==> src/rtl/pc_fetch_stage.sv <==
// pc_fetch_stage
//   Instruction-fetch (IF) stage of a three-stage RISC-V pipeline. It owns
//   the PC, keeps at most one instruction-memory request in flight, and
//   writes each returned instruction into the IF/EX pipeline registers.
//   It accepts redirects from execute, which flush the pipe with a NOP
//   bubble. It also accepts stalls from execute. A response that arrives
//   during a stall is parked in a one-entry holding buffer.
//
//   State | meaning
//   IDLE  | one settling cycle after reset
//   REQ   | request at pc (held off while the holding buffer is full)
//   RESP  | waiting for the response to the outstanding request
//   DROP  | waiting for a response that a redirect made stale; it is discarded
//
// Ports
//   clk, rst        clock and synchronous active-high reset
//   imem_req/addr   fetch request and its address (always the current pc)
//   imem_ready      memory accepts the request this cycle
//   imem_rvalid     response valid
//   imem_rdata      response instruction
//   ex_stall        execute cannot take a new instruction
//   redirect_valid  taken branch/jump from execute
//   redirect_pc     target of that branch/jump
//   if_valid        IF/EX register holds a real instruction
//   if_pc           PC of the instruction in IF/EX
//   if_instr        instruction in IF/EX (NOP_INSTR when not valid)

module pc_fetch_stage #(
  parameter int              XLEN      = 32,
  parameter logic [XLEN-1:0] RESET_PC  = 32'h4000_0000,
  parameter logic [31:0]     NOP_INSTR = 32'h0000_0013
) (
  input  logic            clk,
  input  logic            rst,
  output logic            imem_req,
  output logic [XLEN-1:0] imem_addr,
  input  logic            imem_ready,
  input  logic            imem_rvalid,
  input  logic [31:0]     imem_rdata,
  input  logic            ex_stall,
  input  logic            redirect_valid,
  input  logic [XLEN-1:0] redirect_pc,
  output logic            if_valid,
  output logic [XLEN-1:0] if_pc,
  output logic [31:0]     if_instr
);

  typedef enum logic [1:0] {
    S_IDLE = 2'd0,
    S_REQ  = 2'd1,
    S_RESP = 2'd2,
    S_DROP = 2'd3
  } state_t;

  state_t          state_q, state_d;
  logic [XLEN-1:0] pc_q, pc_d;
  logic [XLEN-1:0] req_pc_q, req_pc_d;
  logic            hold_valid_q, hold_valid_d;
  logic [XLEN-1:0] hold_pc_q, hold_pc_d;
  logic [31:0]     hold_instr_q, hold_instr_d;
  logic            if_valid_q, if_valid_d;
  logic [XLEN-1:0] if_pc_q, if_pc_d;
  logic [31:0]     if_instr_q, if_instr_d;

  logic            handshake;
  logic            deliver;

  // While the holding buffer is full, no new fetch is issued. This keeps
  // the single buffer entry from being overrun.
  assign imem_req  = (state_q == S_REQ) && !hold_valid_q;
  assign imem_addr = pc_q;
  assign handshake = imem_req && imem_ready;

  assign if_valid  = if_valid_q;
  assign if_pc     = if_pc_q;
  assign if_instr  = if_instr_q;

  always_comb begin
    state_d      = state_q;
    pc_d         = pc_q;
    req_pc_d     = req_pc_q;
    hold_valid_d = hold_valid_q;
    hold_pc_d    = hold_pc_q;
    hold_instr_d = hold_instr_q;
    if_valid_d   = if_valid_q;
    if_pc_d      = if_pc_q;
    if_instr_d   = if_instr_q;
    deliver      = 1'b0;

    unique case (state_q)
      S_IDLE: state_d = S_REQ;
      S_REQ: begin
        if (handshake) begin
          req_pc_d = pc_q;
          pc_d     = pc_q + XLEN'(4);
          state_d  = S_RESP;
        end
      end
      S_RESP: begin
        if (imem_rvalid) begin
          deliver = 1'b1;
          state_d = S_REQ;
        end
      end
      S_DROP: begin
        if (imem_rvalid) state_d = S_REQ;
      end
      default: state_d = S_IDLE;
    endcase

    // IF/EX update. Buffer fill and buffer drain never happen together,
    // because a full buffer blocks any new request.
    if (ex_stall) begin
      if (deliver) begin
        hold_valid_d = 1'b1;
        hold_pc_d    = req_pc_q;
        hold_instr_d = imem_rdata;
      end
    end else if (hold_valid_q) begin
      hold_valid_d = 1'b0;
      if_valid_d   = 1'b1;
      if_pc_d      = hold_pc_q;
      if_instr_d   = hold_instr_q;
    end else if (deliver) begin
      if_valid_d   = 1'b1;
      if_pc_d      = req_pc_q;
      if_instr_d   = imem_rdata;
    end else begin
      if_valid_d   = 1'b0;
      if_instr_d   = NOP_INSTR;
    end

    // A redirect overrides everything above. A request already accepted at
    // the old pc must have its response swallowed, which is what DROP does.
    // A response that lands in the same cycle as the redirect has been
    // consumed. Going back to REQ in that case stops DROP from waiting for
    // a response that will never arrive.
    if (redirect_valid) begin
      pc_d         = redirect_pc;
      hold_valid_d = 1'b0;
      if_valid_d   = 1'b0;
      if_pc_d      = if_pc_q;
      if_instr_d   = NOP_INSTR;
      unique case (state_q)
        S_IDLE:  state_d = S_REQ;
        S_REQ:   state_d = handshake ? S_DROP : S_REQ;
        S_RESP:  state_d = imem_rvalid ? S_REQ : S_DROP;
        S_DROP:  state_d = imem_rvalid ? S_REQ : S_DROP;
        default: state_d = S_IDLE;
      endcase
    end
  end

  always_ff @(posedge clk) begin
    if (rst) begin
      state_q      <= S_IDLE;
      pc_q         <= RESET_PC;
      req_pc_q     <= RESET_PC;
      hold_valid_q <= 1'b0;
      hold_pc_q    <= '0;
      hold_instr_q <= NOP_INSTR;
      if_valid_q   <= 1'b0;
      if_pc_q      <= '0;
      if_instr_q   <= NOP_INSTR;
    end else begin
      state_q      <= state_d;
      pc_q         <= pc_d;
      req_pc_q     <= req_pc_d;
      hold_valid_q <= hold_valid_d;
      hold_pc_q    <= hold_pc_d;
      hold_instr_q <= hold_instr_d;
      if_valid_q   <= if_valid_d;
      if_pc_q      <= if_pc_d;
      if_instr_q   <= if_instr_d;
    end
  end

endmodule

==> config.mk <==
export PLATFORM = sky130hd
export DESIGN_NAME = pc_fetch_stage
export DESIGN_NICKNAME = d
export VERILOG_FILES = /design/src/rtl/pc_fetch_stage.sv
export SDC_FILE = /design/constraint.sdc
export NUM_CORES = 1
export LEC_CHECK = 0
export CORE_MARGIN = 5
export CORE_UTILIZATION = 29
export CTS_CLUSTER_SIZE = 10
export DETAILED_ROUTE_END_ITERATION = 8
export PLACE_DENSITY = 0.5
export SLEW_MARGIN = 30
export SYNTH_ARGS = -nofsm -noshare
export SYNTH_HDL_FRONTEND = slang
export SYNTH_SLANG_ARGS = --single-unit
==> constraint.sdc <==
create_clock -name clk -period 2.41 [get_ports clk]
set_clock_uncertainty 0.2 [all_clocks]
set_input_delay 0.482 -clock clk [delete_from_list [all_inputs] [get_ports clk]]
set_output_delay 0.482 -clock clk [all_outputs]
set_load 0.005 [all_outputs]
==> run summary <==
asr flop ratio synth - 0%
CP required - 2.56 ns
TritonCTS Buffers - 17
Min Hold Slack - 0.100 ns
Core Box Area - 27900 sq um
Clock transition at path regs - 0.08 ns
Yosys reg bits - 196
later-pin clock latency in the skew report - 0.43 ns
number of global-route vias before repair - 7153
most frequent cells in the layout - nand2_1, dfxtp_1, clkdlybuf4s50_1
CTS sink cnt - 196
Overflow after GRT - 0
clock buffer depth - 2
die height - 178 um
min Tclk post-route - 2.28 ns
layout cell share with drive strength beyond 1 - 12.0%
Post-DP HPWL - 18.5 mm
setup repair bufs after CTS - 0
Max Fclk - 439 MHz
register area share after synthesis - 47.7%
CP Capture Type - register
Worst Hold Path Cells - 2
Fin Setup TNS - 0 ns
gpl congestion - 0.811
worst-path fanout max - 9
max cap viols - 0
row cnt - 61
Worst Path Arrival - 2.42 ns
WL/cell - 17.1 um
commonest non-fill, non-tap cell in the layout - nand2_1
final-stage net count - 1216
First DRT Iteration DRCs - 354
Post-Syn Area - 8220 sq um
startpoint types - register
Cell variety after synth - 56
CTS tree - built
antenna violations before repair - 0
top cell type's share of synthesized area - 47.7%
Slew Viols, Final - 0
Die W - 178 um
Peak VDD IR - 477 uV
EDFF count, synth - 0
first-pass GRT wire length - 41.2 mm
n_diodes - 0
Yosys top cell by area - dfxtp_1
Tot GR Track Use - 16.3%
Synth area leaders - dfxtp_1, nand2_1, a21oi_1, mux2i_1, mux2_2
RSZ-0062 raised after global routing - false
Final Hold Fails - 0
PD cells - 621 nW/um^2
highest cell delay on the worst timing path - 0.60 ns
H-tree levels - 4
CP Cell Sequence - ha_1 -> nand3_1 -> or4_4 -> or4_1 -> a311oi_1
drt via density - 4.86
Top FF cell, synth - dfxtp_1
detailed-route wire length - 26.3 mm
# setup viols final - 0
Mapped Cells - 971
Setup CP Type - register to register
critical-path cell with the highest stage delay - or4_4
Die ar. - 31800 sq um
Relative slew margins - 54.2%
post-route antenna net violation count - 0
Util after Layout - 40.5%
pin count of the biggest net entering global routing - 99
Post-route DRC - 0
final period utilization - 94.5%
mean post-synth cell area - 8.47 sq um
Worst R2R Path Depth - 5
IO Pins - 168
Lkg Pwr - 3.68 nW
vias post-DR - 7457
worst-margin pin slew - 0.687 ns
Mapped Nets - 1042
area delta synth->final - 37.4%
Ys Warns - 0
DR pass1 iterations - 4
status - completed
type of the worst min-delay path - input pin to register
Port Buffers - 167
root buffer cell - clkbuf_16
filler instances - 2835
Initial Util - 29.5%
## final timing paths
check             slack (ns)             to    startpoint
setup / recovery        0.13  imem_addr[18]  imem_addr[2]
hold / removal          0.10   req_pc_q[21]           rst
setup reg to reg        0.13  imem_addr[18]  imem_addr[2]
hold reg to reg         0.25   hold_pc_q[2]  hold_pc_q[2]
## routing by layer
metal  up-vias  share of wire, %  GRT usage (%)
li1       3777                 -              -
met1      3555                50           23.9
met2       115                46           25.3
met3        10               3.3           2.71
met4         0              0.59           3.23
met5         -                 0              0
## metrics by stage
stage	std cells	worst slack [ns]	power, W	cell area [sq um]
3_3_place_gp	1504	-0.386	0.00413	10700
2_1_floorplan	971	0.0926	0.00372	8220
3_5_place_dp	1504	-0.400	0.00413	10700
5_1_grt	1535	0.00384	0.00730	11300
6_report	1535	0.133	0.00701	11300
4_1_cts	1535	0.0573	0.00712	11300
## flip-flops by register name (all words and copies together) (netlist names)
name,flops
state_q,2
hold_instr_q,32
req_pc_q,32
hold_pc_q,32
if_pc,32
hold_valid_q,1
imem_addr,32
if_valid,1
if_instr,32
## synthesized netlist by cell type, types with 5 or more instances
master and count:
nor3_1 9, nor2_1 86, o21ai_0 5, nand2_1 207, nor4_1 5, buf_1 9
and3_1 5, nand3_1 19, a22oi_1 29, and2_1 6, o31ai_1 8, and4_1 8
xor2_1 6, a311oi_1 10, inv_1 9, mux2_2 29, a21oi_1 103, or4_1 7
nand4_1 18, a211oi_1 39, mux2i_1 37, clkbuf_1 69, dfxtp_1 196
## area by class of cell
| cell class | instances | area, sq um | area share (%) |
|---|---|---|---|
| Clock buffer | 18 | 439 | 3.89 |
| Clock inverter | 13 | 166 | 1.47 |
| Inverter | 10 | 37.5 | 0.332 |
| Multi-Input combinational cell | 685 | 3970 | 35.2 |
| Sequential cell | 196 | 3930 | 34.8 |
| Tap cell | 378 | 473 | 4.19 |
| Timing Repair Buffer | 235 | 2280 | 20.2 |
## cell families (layout without fill, tap and decap cells)
logic type / after synthesis / in the layout / share of synthesized area [%]
AND/OR/NAND/NOR: 390 / 390 / 21.2
AO/OA/AOI/OAI: 220 / 220 / 17.3
flip-flops: 196 / 196 / 47.7
buffers and inverters: 90 / 276 / 4.22
multiplexers: 66 / 66 / 8.48
XOR/XNOR: 8 / 8 / 0.852
adder cells (fa/ha/maj): 1 / 1 / 0.152
## where the power goes
group | switching, W | leakage, nW | internal, W | total [W]
sequential | 0.0000636 | 1.59 | 0.00331 | 0.00337
combinational | 0.000341 | 1.80 | 0.000344 | 0.000685
clock | 0.00136 | 0.291 | 0.00160 | 0.00296
## worst max-delay path, delay by kind of cell (launching register included)
kind                     cells  cell delay (ns)
AND/OR/NAND/NOR              3             1.23
flip-flops                   1             0.34
AO/OA/AOI/OAI                1             0.25
adder cells (fa/ha/maj)      1             0.17
## timing repair
item / CTS / global route
pin swaps: 0 / 1
endpoints found under the hold margin: 0 / 0
endpoints found under the setup margin: 1 / 4
hold buffers: 0 / 0
gates resized for setup: 1 / 1
Power figures use the tool's default switching activity.
